### src/rtl/game_pkg.sv
`default_nettype none
// ============================================================================
//  Module      : game_pkg
//  Description : Shared constants and types for the side-scroller control
//                path: FSM state encoding, course length, scroll-step limits,
//                ramp period and coin count.
//  Revision    : 1.0  initial release
// ============================================================================
package game_pkg;

    // Default course length in pixels; frame_counter wraps modulo this value.
    localparam int FRAME_MAX   = 3096;
    // Scroll step limits in pixels per frame.
    localparam int STEP_MIN    = 2;
    localparam int STEP_MAX    = 6;
    // RUN frame ticks between step increments.
    localparam int RAMP_FRAMES = 600;
    // Number of independently collectable coins.
    localparam int COIN_NUM    = 3;

    // Encoding is visible on the state output port.
    typedef enum logic [1:0] {
        IDLE  = 2'd0,
        RUN   = 2'd1,
        PAUSE = 2'd2,
        OVER  = 2'd3
    } state_t;

endpackage : game_pkg
`default_nettype wire

### src/rtl/frame_tick.sv
`default_nettype none
// ============================================================================
//  Module      : frame_tick
//  Description : Rising-edge detector for the frame strobe. Produces a single
//                Clk-wide registered tick one Clk after the rising edge of
//                frame_clk is sampled.
//  Revision    : 1.0  initial release
//
//  Ports
//    Clk        in   system clock
//    Reset_n    in   synchronous active-low reset
//    frame_clk  in   frame strobe level (synchronous to Clk)
//    tick       out  one-Clk pulse per frame_clk rising edge
// ============================================================================
module frame_tick (
    input  logic Clk,
    input  logic Reset_n,
    input  logic frame_clk,
    output logic tick
);

    logic frame_clk_q, frame_clk_d;
    logic tick_q, tick_d;

    always_comb begin
        frame_clk_d = frame_clk;
        // High only on the first Clk where the strobe is seen high.
        tick_d      = frame_clk & ~frame_clk_q;
    end

    always_ff @(posedge Clk) begin
        if (!Reset_n) begin
            frame_clk_q <= 1'b0;
            tick_q      <= 1'b0;
        end else begin
            frame_clk_q <= frame_clk_d;
            tick_q      <= tick_d;
        end
    end

    assign tick = tick_q;

endmodule : frame_tick
`default_nettype wire

### src/rtl/scroll_ctrl.sv
`default_nettype none
// ============================================================================
//  Module      : scroll_ctrl
//  Description : Game flow FSM (IDLE/RUN/PAUSE/OVER) with terrain scroll
//                offset, speed ramp and per-coin visibility tracking.
//  Revision    : 1.0  initial release
//
//  Ports
//    Clk            in   system clock
//    Reset_n        in   synchronous active-low reset
//    frame_clk      in   frame strobe level
//    start          in   start / restart request
//    pause          in   pause request (high = paused)
//    hit            in   fatal collision
//    coin_hit[2:0]  in   per-coin collect request
//    frame_counter  out  scroll offset into the terrain map
//    step[2:0]      out  current scroll step
//    CoinStatus     out  per-coin visible flags
//    playing        out  high while in RUN
//    lap_done       out  one-Clk pulse on course wrap
//    state[1:0]     out  current FSM state
// ============================================================================
module scroll_ctrl #(
    parameter int FRAME_MAX   = game_pkg::FRAME_MAX,
    parameter int STEP_MIN    = game_pkg::STEP_MIN,
    parameter int STEP_MAX    = game_pkg::STEP_MAX,
    parameter int RAMP_FRAMES = game_pkg::RAMP_FRAMES
) (
    input  logic        Clk,
    input  logic        Reset_n,
    input  logic        frame_clk,
    input  logic        start,
    input  logic        pause,
    input  logic        hit,
    input  logic [2:0]  coin_hit,
    output logic [11:0] frame_counter,
    output logic [2:0]  step,
    output logic [2:0]  CoinStatus,
    output logic        playing,
    output logic        lap_done,
    output logic [1:0]  state
);

    import game_pkg::*;

    localparam int c_ramp_w = (RAMP_FRAMES > 1) ? $clog2(RAMP_FRAMES) : 1;

    state_t                state_q, state_d;
    logic [11:0]           frame_counter_q, frame_counter_d;
    logic [2:0]            step_q, step_d;
    logic [c_ramp_w-1:0]   ramp_q, ramp_d;
    logic [COIN_NUM-1:0]   coin_q, coin_d;
    logic                  lap_done_q, lap_done_d;

    logic                  tick;
    logic [12:0]           sum;

    frame_tick u_frame_tick (
        .Clk       (Clk),
        .Reset_n   (Reset_n),
        .frame_clk (frame_clk),
        .tick      (tick)
    );

    // One extra bit so the wrap comparison never overflows.
    assign sum = {1'b0, frame_counter_q} + {10'd0, step_q};

    always_comb begin
        state_d         = state_q;
        frame_counter_d = frame_counter_q;
        step_d          = step_q;
        ramp_d          = ramp_q;
        coin_d          = coin_q;
        lap_done_d      = 1'b0;

        unique case (state_q)
            IDLE: begin
                // IDLE continuously re-arms the course.
                frame_counter_d = '0;
                step_d          = 3'(STEP_MIN);
                ramp_d          = '0;
                coin_d          = '1;
                if (start) begin
                    state_d = RUN;
                end
            end

            RUN: begin
                // A collision freezes everything for this cycle, including
                // coins and any coincident tick or start.
                if (hit) begin
                    state_d = OVER;
                end else begin
                    if (pause) begin
                        state_d = PAUSE;
                    end
                    coin_d = coin_q & ~coin_hit;
                    if (tick) begin
                        if (sum >= 13'(FRAME_MAX)) begin
                            frame_counter_d = 12'(sum - 13'(FRAME_MAX));
                            lap_done_d      = 1'b1;
                            // A new lap restores every coin, even one being
                            // collected in this same cycle.
                            coin_d          = '1;
                        end else begin
                            frame_counter_d = sum[11:0];
                        end

                        if (ramp_q == c_ramp_w'(RAMP_FRAMES - 1)) begin
                            ramp_d = '0;
                            if (step_q < 3'(STEP_MAX)) begin
                                step_d = step_q + 3'd1;
                            end
                        end else begin
                            ramp_d = ramp_q + c_ramp_w'(1);
                        end
                    end
                end
            end

            PAUSE: begin
                if (!pause) begin
                    state_d = RUN;
                end
            end

            OVER: begin
                // Clear on the way out so IDLE shows the fresh course at once.
                if (start) begin
                    state_d         = IDLE;
                    frame_counter_d = '0;
                    step_d          = 3'(STEP_MIN);
                    ramp_d          = '0;
                    coin_d          = '1;
                end
            end
        endcase
    end

    always_ff @(posedge Clk) begin
        if (!Reset_n) begin
            state_q         <= IDLE;
            frame_counter_q <= '0;
            step_q          <= 3'(STEP_MIN);
            ramp_q          <= '0;
            coin_q          <= '1;
            lap_done_q      <= 1'b0;
        end else begin
            state_q         <= state_d;
            frame_counter_q <= frame_counter_d;
            step_q          <= step_d;
            ramp_q          <= ramp_d;
            coin_q          <= coin_d;
            lap_done_q      <= lap_done_d;
        end
    end

    assign frame_counter = frame_counter_q;
    assign step          = step_q;
    assign CoinStatus    = coin_q;
    assign playing       = (state_q == RUN);
    assign lap_done      = lap_done_q;
    assign state         = state_q;

endmodule : scroll_ctrl
`default_nettype wire

### config.mk
export PLATFORM = sky130hd
export DESIGN_NAME = scroll_ctrl
export DESIGN_NICKNAME = d
export VERILOG_FILES = /design/src/rtl/game_pkg.sv /design/src/rtl/frame_tick.sv /design/src/rtl/scroll_ctrl.sv
export SDC_FILE = /design/constraint.sdc
export NUM_CORES = 1
export LEC_CHECK = 0
export BUFFER_PORTS_ARGS = -buffer_cell sky130_fd_sc_hd__buf_2
export CORE_MARGIN = 3
export CORE_UTILIZATION = 57
export DETAILED_ROUTE_END_ITERATION = 10
export PLACE_DENSITY = 0.8
export SETUP_SLACK_MARGIN = 0.5
export SLEW_MARGIN = 40
export SYNTH_ARGS = -nofsm -noshare
export SYNTH_HDL_FRONTEND = slang
export SYNTH_SLANG_ARGS = --single-unit
### constraint.sdc
create_clock -name Clk -period 4.1 [get_ports Clk]
set_input_delay 0.615 -clock Clk [delete_from_list [all_inputs] [get_ports Clk]]
set_output_delay 0.615 -clock Clk [all_outputs]
set_load 0.01 [all_outputs]
== After elaboration in Yosys (flattened, before gate mapping) ==
Cells that the tools add are included.
Widths: inputs -> output; s select.
Word-level totals
  register bits after elaboration: 33
  bits of input ports: 9
  output and inout bits: 22
  logic and storage cells: 68
Cells by class
  $add $sub $neg: 4
  order comparisons: 2
  equality and inequality tests: 12
  mux-type cells: 28
  bitwise gates (word level): 7
  reductions and logical operators: 7
Operators with widths (count)
  $mux 12: 4
  $mux 10: 4
  $pmux 12 s3: 1
  $pmux 10 s3: 1
  $mux 3: 9
  $pmux 3 s3: 2
  $add 12x3->13: 1
  $ge 13x12->1 const B: 1
  $sub 12x12->12 const B: 1
  $add 10x1->10 const B: 1
  $eq 10x10->1 const B: 1
  $mux 2: 5
  $ne 2x2->1 const B: 4
  $pmux 2 s4: 1
  $reduce_and 4->1: 2
  $ne 2x1->1 const B: 3
  $reduce_and 6->1: 1
  $eq 2x2->1 const B: 2
  $not 1->1: 4
  $reduce_or 4->1: 1
  $add 3x1->3 const B: 1
  $and 3x3->3: 1
  $lt 3x3->1 const B: 1
  $ne 3x3->1 const B: 1
  7 further kinds: 7

== Depth between registers and ports, before layout ==
Gate-level depths: netlist of the first run.
  depth after elaboration: 6
  gate-level depth with buffers: 13
  gate-level depth less buffers: 12

== By module ==
From an unflattened synthesis of the first run, not the netlist that was laid out.
Unflattened totals
  cell total of the unflattened synthesis: 277
  area, all modules: 2178.3 µm²
By module, submodules not included
  scroll_ctrl: instances 1, cells each 273, area each 2123.3 µm², seq. area each 620.6 µm²
  frame_tick: instances 1, cells each 4, area each 55.1 µm², seq. area each 40.0 µm²

== Least setup slack after synthesis of the first run ==
OpenSTA, ideal clock, no wires.
  kind: register to register
  from: register step_q[0], in the netlist step[0]
  to: register frame_counter_q[7], in the netlist frame_counter[7]
  setup time: 0.096 ns
  arrival: 3.012 ns
  data required time: 4.004 ns
  path slack: 0.992 ns
  cell stages (with the launch flop): 14
  buffers on the path: 1
  period minus slack after synthesis: 3.108 ns
  path through: dfxtp_1 ha_1 inv_1 fa_1 nor2b_1 buf_6 o21ai_0 xnor2_1 ha_1 or4b_1 a211o_1 xnor2_1 nand3_1 o311ai_1
Between the ends
  word-level cells in the longest chain between the ends: 6
  elaborated cells between the ends (all ways): 7
  classes of those cells: 2 x add/sub; 1 x order compare; 4 x mux
Ends and longest elaborated chain
  start, declared: line scroll_ctrl.sv:50  | logic [2:0] step_q, step_d;
  start signal, assigned: line scroll_ctrl.sv:144  | step_q <= 3'(STEP_MIN);
  start signal, assigned: line scroll_ctrl.sv:151  | step_q <= step_d;
  $add 12x3->13 (*): line scroll_ctrl.sv:66  | assign sum = {1'b0, frame_counter_q} + {10'd0, step_q};
  $sub 12x12->12 or $ge 13x12->1 (tied branches): line scroll_ctrl.sv:100, scroll_ctrl.sv:99
  $mux 12 (*): line scroll_ctrl.sv:99  | if (sum >= 13'(FRAME_MAX)) begin
  $mux 12 (*): line scroll_ctrl.sv:98  | if (tick) begin
  $mux 12 (*): line scroll_ctrl.sv:91  | if (hit) begin
  $pmux 12 s3 (*): line scroll_ctrl.sv:76  | unique case (state_q)
  end signal, assigned: line scroll_ctrl.sv:150  | frame_counter_q <= frame_counter_d;
  end, declared: line scroll_ctrl.sv:49  | logic [11:0] frame_counter_q, frame_counter_d;
Every way passes the cells marked *; elsewhere a longest branch is shown, timed or not. The select of a mux whose other input is x is not followed.
A chain may end at the register's enable or synchronous reset.

== Worst setup path in the final report of the first run ==
Ends and elaborated chain as after synthesis.

==> run metrics, run 1 <==
cells on worst reg2reg path 13; register bit total from synthesis 33; DRT iter0 DRCs 121; Total Routing Usage GR 22.8%; DRT antenna net count 0; pwr/cell area 282 nW/um^2; largest net degree at the start of global routing 19; syn avg cell area 7.99 sq um; max-slew violations 0; clk slew on worst S/H paths 0.06 ns; Slew HR 49.9%; Distinct cells, synth 61; Max VDD drop 239 uV; Die X 67.4 um; Layout Skew 0.00469 ns; # IOs 31; post-CTS sizing 0; total routed wirelength 4.51 mm; CP startpoint kind flop; fmax 308 MHz; DP HPWL 3.33 mm; Hold Path Class reg -> reg; antenna violations before repair 0; Synthesized Nets 285; vias 1951; CTS H-tree lvls 2; Post-synth EDFFs 0; Core ar. 3470 sq um; top_reg_cell synth dfxtp_1; vias per cell 5.74; Fillers 301; Synth top area share 30.8%; CP max stage delay 0.53 ns; CTS sink cnt 33; mapped cell area 2150 sq um; Worst Setup Path Type reg -> reg; Worst Tran Pin Value 0.749 ns; critical path peak fanout 10; CP required 4.29 ns; Post-CTS Repair Setup Buffers 0; TritonCTS Buffers 5; Max Cap Viol 0; setup_tns 0 ns; Diodes inserted 0; worst setup margin 0.856 ns; layout cells sized above 1 17.0%; Final period util 79.1%; RR Startpoint step[0]; I/O Buffers 30; Starting Density 61.9%; first-pass GRT wire length 7.85 mm; dpl ws 0.868 ns; Area growth syn-to-layout 10.8%; final hold viol count 0; post-layout min period 3.24 ns; CTS tree yes; Worst path slowest cell or4b_1; outcome finished clean; CP arrival 3.44 ns; # setup viols final 0; register area share after synthesis 30.8%; Synth area leader dfxtp_1; worst reg2reg setup slack 0.86 ns; CTS root buffer clkbuf_8; hold_buf cts 0; Pleak 0.000959 uW; vias in the first global route 1726; r2r endpoint frame_counter[7]; RSZ-0062 raised after global routing false; First-pass DRT Iterations 4; ys async rst share 0%; Die Area 4540 sq um; clock latency on the worst-skew pair 0.29 ns; Worst Setup SP step[0]; Clock Path Buffers 2; grt total ovfl 0; Synth Instances 269; die height 67.4 um; WL/cell 13.3 um; top cells by area, synth dfxtp_1 31%, nand2_1 5.9%, nor2_1 4.7%; Yosys warnings 0; # rows 21; CP endpoint frame_counter[7]; fin nets 309; routability cong. 0.859; CP Cell Sequence ha_1 -> inv_1 -> fa_1 -> nor2b_1 -> buf_4 -> o21ai_0 -> xnor2_1 -> ha_1 -> or4b_1 -> a211o_1 -> xnor2_1 -> nand3_1 -> o311ai_1; type of element capturing the critical path flop; Residual DRC 0
[cell usage in the layout (no fill, tap or decap), types with 6 or more instances in the layout]
cell,n
a21oi_1,9
nand4_1,7
nand2_1,34
inv_1,7
and2_1,7
nand3_1,11
nor2b_1,7
ha_1,6
xor2_1,11
dfxtp_1,33
xnor2_1,10
o211ai_1,8
o21ai_0,9
nor2_1,27
nor3_1,6
buf_2,30
[layout make-up]
type | instances | area, sq um | share of cell area (%)
Clock buffer | 6 | 72.6 | 3.05
Clock inverter | 2 | 10.0 | 0.420
Inverter | 8 | 30.0 | 1.26
Multi-Input combinational cell | 214 | 1390 | 58.5
Sequential cell | 33 | 661 | 27.7
Tap cell | 46 | 57.6 | 2.42
Timing Repair Buffer | 31 | 158 | 6.62
[kinds of logic (layout without fill, tap and decap cells)]
family / Yosys count / in the layout / share of synthesized area, %
DFF: 33 / 33 / 30.8
adders and majority gates: 7 / 7 / 4.43
xor gates and xnor gates: 21 / 21 / 8.56
AOI/OAI and AO/OA: 61 / 61 / 21.7
buffers and inverters: 22 / 47 / 4.43
and+or+nand+nor: 124 / 124 / 29.7
muxes: 1 / 1 / 0.466
[through the flow]
| step | area (sq um) | power (uW) | std cells | hold slack (ns) | utilization, % |
|---|---|---|---|---|---|
| 2_1_floorplan | 2150 | 418 | 269 | 0.367 | - |
| 3_3_place_gp | 2300 | 444 | 332 | 0.372 | 66.3 |
| 3_5_place_dp | 2300 | 447 | 332 | 0.383 | 66.3 |
| 4_1_cts | 2380 | 682 | 340 | 0.393 | 68.7 |
| 5_1_grt | 2380 | 710 | 340 | 0.396 | 68.7 |
| 6_report | 2380 | 671 | 340 | 0.388 | 68.7 |
[where the power goes]
| part | internal [uW] | switching, uW | total (uW) |
|---|---|---|---|
| Clock | 117 | 115 | 232 |
| Combinational | 36.7 | 63.0 | 99.8 |
| Sequential | 330 | 9.20 | 339 |
[registers in the layout, summed over array words and instances, names as in the netlist]
| register | count |
|---|---|
| ramp_q | 10 |
| CoinStatus | 3 |
| frame_counter | 12 |
| state | 2 |
| lap_done | 1 |
| step | 3 |
| u_frame_tick.frame_clk_q | 1 |
| u_frame_tick.tick | 1 |
[worst min path at each step]
stage | startpoint | to | slack (ns) | depth (start not counted)
after floorplan | u_frame_tick.frame_clk_q | u_frame_tick.tick | 0.37 | 1
after global placement | u_frame_tick.frame_clk_q | u_frame_tick.tick | 0.37 | 1
after detailed placement | u_frame_tick.frame_clk_q | u_frame_tick.tick | 0.38 | 1
after CTS | u_frame_tick.frame_clk_q | u_frame_tick.tick | 0.39 | 1
after global routing | u_frame_tick.frame_clk_q | u_frame_tick.tick | 0.40 | 1
final | u_frame_tick.frame_clk_q | u_frame_tick.tick | 0.39 | 1
[metal layers]
layer	track usage, %	vias to the layer above	wire, um
met2	34.6	66	1980
li1	-	1003	-
met5	0	-	0
met3	5.99	7	328
met1	31.3	875	2140
met4	7.59	0	61
[Yosys cell counts (4+ instances only)]
cell	number
a21oi_1	9
and2_1	7
and3_1	5
buf_2	4
clkbuf_1	8
dfxtp_1	33
ha_1	6
inv_1	7
nand2_1	34
nand2b_1	4
nand3_1	11
nand4_1	7
nor2_1	27
nor2b_1	7
nor3_1	6
o211ai_1	8
o21ai_0	9
o21ai_1	4
xnor2_1	10
xor2_1	11
[critical path, delay by kind of cell (launching register included)]
family | cells | cell delay [ns]
XOR/XNOR | 2 | 0.37
flip-flops | 1 | 0.38
buffers and inverters | 2 | 0.23
adder cells (fa/ha/maj) | 3 | 0.91
AO/OA/AOI/OAI | 3 | 0.49
AND/OR/NAND/NOR | 3 | 0.76
No activity file was read; power rests on OpenSTA's default activity.
==> run 2: changes to the inputs <==
==> constraint.sdc (replaced) <==
create_clock -name Clk -period 3.3 [get_ports Clk]
set_input_delay 0.495 -clock Clk [delete_from_list [all_inputs] [get_ports Clk]]
set_output_delay 0.495 -clock Clk [all_outputs]
set_load 0.01 [all_outputs]
==> run 2 against run 1 <==
  * Clock power is 34% higher
  * Maximum frequency is 14% higher
  * Sequential power is 24% higher
  * Routed wire length is 13% higher
  * Sequential share of layout area is 2.1 points lower
  * Global-route usage is 0.42 points lower
  * Clock skew hardly changed
  * Flip-flop and latch count stayed put
  * Power is 30% higher
  * Largest power group unchanged
  * Final cell count is 5.0% higher
  * Critical path depth is 4 lower
  * Design area is 9.5% higher
==> run metrics, run 2 (same netlist as run 1, synthesis figures left out) <==
register area 668 sq um (+1.1%); largest net degree at the start of global routing 19 (unchanged); # IOs 31 (unchanged); CTS tree yes; grt total ovfl 0 (unchanged); Fillers 265 (-12%); Clock Path Buffers 2 (unchanged); CTS H-tree lvls 2 (unchanged); Total Routing Usage GR 22.4% (-0.42 points); outcome finished clean; CP Cell Sequence ha_1 -> a21o_1 -> a21oi_4 -> xnor2_1 -> ha_2 -> or4b_1 -> a211o_1 -> xnor2_2 -> o311ai_1; routability cong. 0.886 (+3.1%); setup_tns 0 ns (unchanged); hold worst-path end u_frame_tick.tick; Starting Density 61.9% (unchanged); RR Startpoint step[1]; Worst Setup Path Type reg -> reg; first-pass GRT wire length 7.74 mm (-1.3%); Layout Skew 0.00487 ns (+0.000176 ns); # rows 21 (unchanged); CP arrival 3.04 ns (-0.40 ns); worst reg2reg setup slack 0.46 ns (-0.39 ns); # setup viols final 0 (unchanged); WL/cell 14.3 um (+7.6%); largest delay contributor family on the critical path compound AO/OA/AOI/OAI gates; hold_buf cts 0 (unchanged); type of element capturing the critical path flop; max-slew violations 0 (unchanged); Pleak 0.00106 uW (+10%); pwr/cell area 334 nW/um^2 (+18%); Max Cap Viol 0 (unchanged); r2r endpoint frame_counter[7]; Worst Tran Pin Value 0.511 ns (-0.239 ns); DRT iter0 DRCs 188 (+55%); CP max stage delay 0.46 ns (-0.07 ns); CP startpoint kind flop; Final period util 86.0% (+6.9 points); Die Area 4540 sq um (unchanged); die height 67.4 um (unchanged); vias in the first global route 1711 (-0.87%); total routed wirelength 5.10 mm (+13%); fin cells 357 (+5.0%); commonest non-fill, non-tap cells in the layout 34 x nand2_1, 30 x buf_2, 29 x dfxtp_1; WP buf/inv 0 (-2); worst setup margin 0.462 ns (-0.395 ns); CTS sink cnt 33 (unchanged); RSZ-0062 raised after global routing true; First-pass DRT Iterations 4 (unchanged); CP required 3.50 ns (-0.79 ns); hold path start u_frame_tick.frame_clk_q; Residual DRC 0 (unchanged); Worst path slowest cell or4b_1; placed cells 335 (+0.90%); Diodes inserted 0 (unchanged); Hold Crit Depth 1 (unchanged); vias per cell 5.85 (+1.9%); Max VDD drop 287 uV (+20%); I/O Buffers 30 (unchanged); Core ar. 3470 sq um (unchanged); DRT antenna net count 0 (unchanged); most common cell after layout, fill and taps aside nand2_1; fin nets 326 (+5.5%); dpl ws 0.425 ns (-0.443 ns); layout cells sized above 1 26.0% (+9.0 points); area of the multi-input gates 1470 sq um (+5.3%); Die X 67.4 um (unchanged); DP HPWL 3.33 mm (about the same); fmax 352 MHz (+14%); post-layout min period 2.84 ns (-0.405 ns); critical path peak fanout 9 (-1); Hold Path Class reg -> reg; clock latency on the worst-skew pair 0.29 ns (about the same); cells on worst reg2reg path 9 (-4); TritonCTS Buffers 5 (unchanged); vias 2088 (+7.0%); Slew HR 65.7% (+16 points); antenna violations before repair 0 (unchanged); Area growth syn-to-layout 21.4%; CTS root buffer clkbuf_8; clk slew on worst S/H paths 0.08 ns (+0.02 ns); max reg flops 12 (unchanged); final hold viol count 0 (unchanged)
[run 2: changes by cell type in the layout (fill, tap and decap cells not counted), sizes merged]
cell,delta
buf,+17
clkbuf,-1
clkinvlp,+1
[run 2: layout make-up]
type                    instances  area share [%]
multi-input cells             214            56.2
clock inverters                 3           0.672
well taps                      46            2.21
inverters                       8            1.25
repair buffers                 48            11.4
clock buffers                   5            2.64
flip-flops and latches         33            25.6
[run 2: repair_timing]
action,CTS,global route
pin swaps,2,14
gates cloned,0,0
gates resized for setup,2,13
setup endpoints to repair,7,11
setup buffers,3,11
[run 2: worst max path at each step]
stage,start,end,slack [ns],depth (start not counted)
6_report,step[1],frame_counter[7],0.46,9
5_1_grt,frame_counter[0],frame_counter[7],0.35,12
4_1_cts,step[0],frame_counter[7],0.51,13
3_5_place_dp,step[0],frame_counter[7],0.43,12
3_3_place_gp,step[0],frame_counter[7],0.49,12
2_1_floorplan,step[0],frame_counter[7],0.52,12
[run 2: worst reg2reg max path, cell delays in order, from the launching register on]
cell and delay [ns]:
dfxtp_2 0.35, ha_1 0.32, a21o_1 0.25, a21oi_4 0.34, xnor2_1 0.12, ha_2 0.19
or4b_1 0.46, a211o_1 0.31, xnor2_2 0.15, o311ai_1 0.26
[run 2: per-stage QoR]
| step | area, sq um | power (uW) | utilization [%] | hold slack (ns) |
|---|---|---|---|---|
| after detailed placement | 2350 | 563 | 67.7 | 0.380 |
| final | 2610 | 871 | 75.2 | 0.390 |
| after global placement | 2350 | 561 | 67.7 | 0.373 |
| after floorplan | 2170 | 522 | - | 0.367 |
| after global routing | 2610 | 910 | 75.2 | 0.402 |
| after CTS | 2470 | 877 | 71.1 | 0.394 |
[run 2: per-layer routing]
layer / wire length, um / global-route usage, %
met2: 2350 / 34.2
met4: 74 / 10.4
met1: 2340 / 30.6
met5: 0 / 0
met3: 340 / 3.83
[run 2: power by group]
part / internal (uW) / switching (uW) / leakage, uW
clock network: 146 / 165 / 0.0000439
logic: 55.8 / 84.0 / 0.000746
registers: 410 / 10.8 / 0.000269
total: 612 / 259 / 0.00106
==> run 3: changes to the inputs <==
==> constraint.sdc (replaced) <==
create_clock -name Clk -period 3.3 [get_ports Clk]
set_input_delay 0.495 -clock Clk [delete_from_list [all_inputs] [get_ports Clk]]
set_output_delay 0.495 -clock Clk [all_outputs]
set_load 0.005 [all_outputs]
==> run 3 against run 2 <==
  * Worst setup slack lost 0.0090 ns
  * Largest cell class unchanged
  * Sequential share of layout area is 0.15 points lower
  * Non-clock buffer count is 1 higher
  * Sequential power hardly changed
  * Hold slack gained 0.0040 ns
==> run metrics, run 3 (same netlist as run 1, synthesis figures left out) <==
outcome finished clean; pwr/cell area 331 nW/um^2 (-0.86%); logic gate share of total power 16.1% (about the same); type of element capturing the critical path flop; CP required 3.51 ns (about the same); Area growth syn-to-layout 22.5%; post-layout min period 2.85 ns (+0.00901 ns); DRT iter0 DRCs 189 (+0.53%); antenna violations before repair 0 (unchanged); CTS root buffer clkbuf_8; first-pass GRT wire length 8.18 mm (+5.7%); # IOs 31 (unchanged); Total Routing Usage GR 23.2% (+0.85 points); Fillers 259 (-2.3%); Final period util 86.3% (+0.27 points); most common cell after layout, fill and taps aside nand2_1; Clock Path Buffers 2 (unchanged); hold_buf cts 0 (unchanged); clk slew on worst S/H paths 0.08 ns (about the same); grt total ovfl 0 (unchanged); Die X 67.4 um (unchanged); Switching Fraction 29.7% (-0.035 points); First-pass DRT Iterations 4 (unchanged); max reg flops 12 (unchanged); Slew HR 70.9% (+5.2 points); vias 2142 (+2.6%); placed cells 335 (unchanged); routability cong. 0.902 (+1.9%); worst reg2reg setup slack 0.45 ns (about the same); Diodes inserted 0 (unchanged); commonest non-fill, non-tap cells in the layout 34 x nand2_1, 30 x buf_2, 29 x dfxtp_1; vias per cell 5.97 (+2.0%); vias in the first global route 1826 (+6.7%); DP HPWL 3.41 mm (+2.3%); critical path peak fanout 6 (-3); cells on worst reg2reg path 11 (+2); fin nets 328 (+0.61%); TritonCTS Buffers 5 (unchanged); CP endpoint frame_counter[7]; DRT antenna net count 0 (unchanged); CP arrival 3.06 ns (+0.02 ns); RSZ-0062 raised after global routing true; Worst Setup SP step[0]; Flop pwr share 48.4% (about the same); dpl ws 0.394 ns (-0.0312 ns); r2r endpoint frame_counter[7]; final hold viol count 0 (unchanged); Clock power frac 35.5% (about the same); Core ar. 3470 sq um (unchanged); setup_tns 0 ns (unchanged); Residual DRC 0 (unchanged); Worst Tran Pin Value 0.433 ns (-0.0777 ns); layout cells sized above 1 27.8% (+1.8 points); CTS sink cnt 33 (unchanged); Max VDD drop 307 uV (+6.8%); I/O Buffers 30 (unchanged); fin cells 359 (+0.56%); fmax 351 MHz (-0.32%); # setup viols final 0 (unchanged); RR Startpoint step[0]; # rows 21 (unchanged); area of the multi-input gates 1490 sq um (+1.7%); Layout Skew 0.00642 ns (+0.00155 ns); die height 67.4 um (unchanged); sw power 259 uW (about the same); Starting Density 61.9% (unchanged); worst setup margin 0.453 ns (-0.00901 ns); WL/cell 15.8 um (+10%); Die Area 4540 sq um (unchanged); clock latency on the worst-skew pair 0.30 ns (about the same); total routed wirelength 5.66 mm (+11%); Hold Path Class reg -> reg; max-slew violations 0 (unchanged); Max Cap Viol 0 (unchanged); CP startpoint kind flop; CTS tree yes; register area 671 sq um (+0.37%); total power 872 uW (about the same); Int Pwr 612 uW (+0.14%); largest net degree at the start of global routing 19 (unchanged); Pleak 0.00106 uW (-0.36%); CTS H-tree lvls 2 (unchanged); Worst Setup Path Type reg -> reg
[run 3: cell types whose count changed in the layout (fill, tap and decap cells not counted), sizes merged]
cell,previous run,this run
a21oi,11,12
buf,48,49
[run 3: how the worst min path moves through the flow]
| stage | start | endpoint | slack, ns | depth (start not counted) |
|---|---|---|---|---|
| 3_3_place_gp | u_frame_tick.frame_clk_q | u_frame_tick.tick | 0.38 | 1 |
| 6_report | u_frame_tick.frame_clk_q | u_frame_tick.tick | 0.39 | 1 |
| 4_1_cts | u_frame_tick.frame_clk_q | u_frame_tick.tick | 0.39 | 1 |
| 3_5_place_dp | u_frame_tick.frame_clk_q | u_frame_tick.tick | 0.38 | 1 |
| 5_1_grt | u_frame_tick.frame_clk_q | u_frame_tick.tick | 0.43 | 1 |
| 2_1_floorplan | u_frame_tick.frame_clk_q | u_frame_tick.tick | 0.37 | 1 |
[run 3: power groups by stage]
stage,combinational [uW],sequential [uW],clock [uW]
6_report,141,422,309
5_1_grt,157,424,328
4_1_cts,131,423,311
3_5_place_dp,127,432,0
3_3_place_gp,126,432,0
2_1_floorplan,88.6,429,0
[run 3: timing repair]
action | 4_1_cts | 5_1_grt
setup buffers | 2 | 13
cloned | 0 | 1
setup endpoints to repair | 4 | 11
resized for setup | 3 | 15
pin swaps | 6 | 14
[run 3: critical path, cell delays in order (launching register included)]
cell and delay [ns]:
dfxtp_4 0.37, ha_4 0.13, inv_2 0.04, fa_2 0.38, nor2b_4 0.19, buf_6 0.14, o2111ai_2 0.11, xor2_1 0.22
or4b_4 0.49, a211o_1 0.31, xnor2_2 0.15, o311ai_1 0.25
[run 3: per-layer routing]
| metal | vias to the layer above | track usage (%) | part of all wire (%) |
|---|---|---|---|
| met5 | - | 0 | 0 |
| met4 | 0 | 6.84 | 2.2 |
| met3 | 13 | 4.99 | 6.7 |
| met2 | 91 | 38.4 | 48 |
| met1 | 995 | 30.3 | 43 |
| li1 | 1043 | - | - |
[run 3: final cells by class]
cell class,count,share of cell area (%)
tap,46,2.19
multi-input combinational,215,56.7
sequential,33,25.5
inverter,8,1.14
timing repair buffer,49,11.3
clock buffer,5,2.61
clock inverter,3,0.665
[run 3: per-stage QoR]
step | util [%] | instance area, sq um | hold WS [ns]
finish | 75.9 | 2630 | 0.394
global route | 75.9 | 2630 | 0.428
CTS | 70.9 | 2460 | 0.395
detailed placement | 67.6 | 2340 | 0.385
global placement | 67.6 | 2340 | 0.379
floorplan | - | 2170 | 0.367
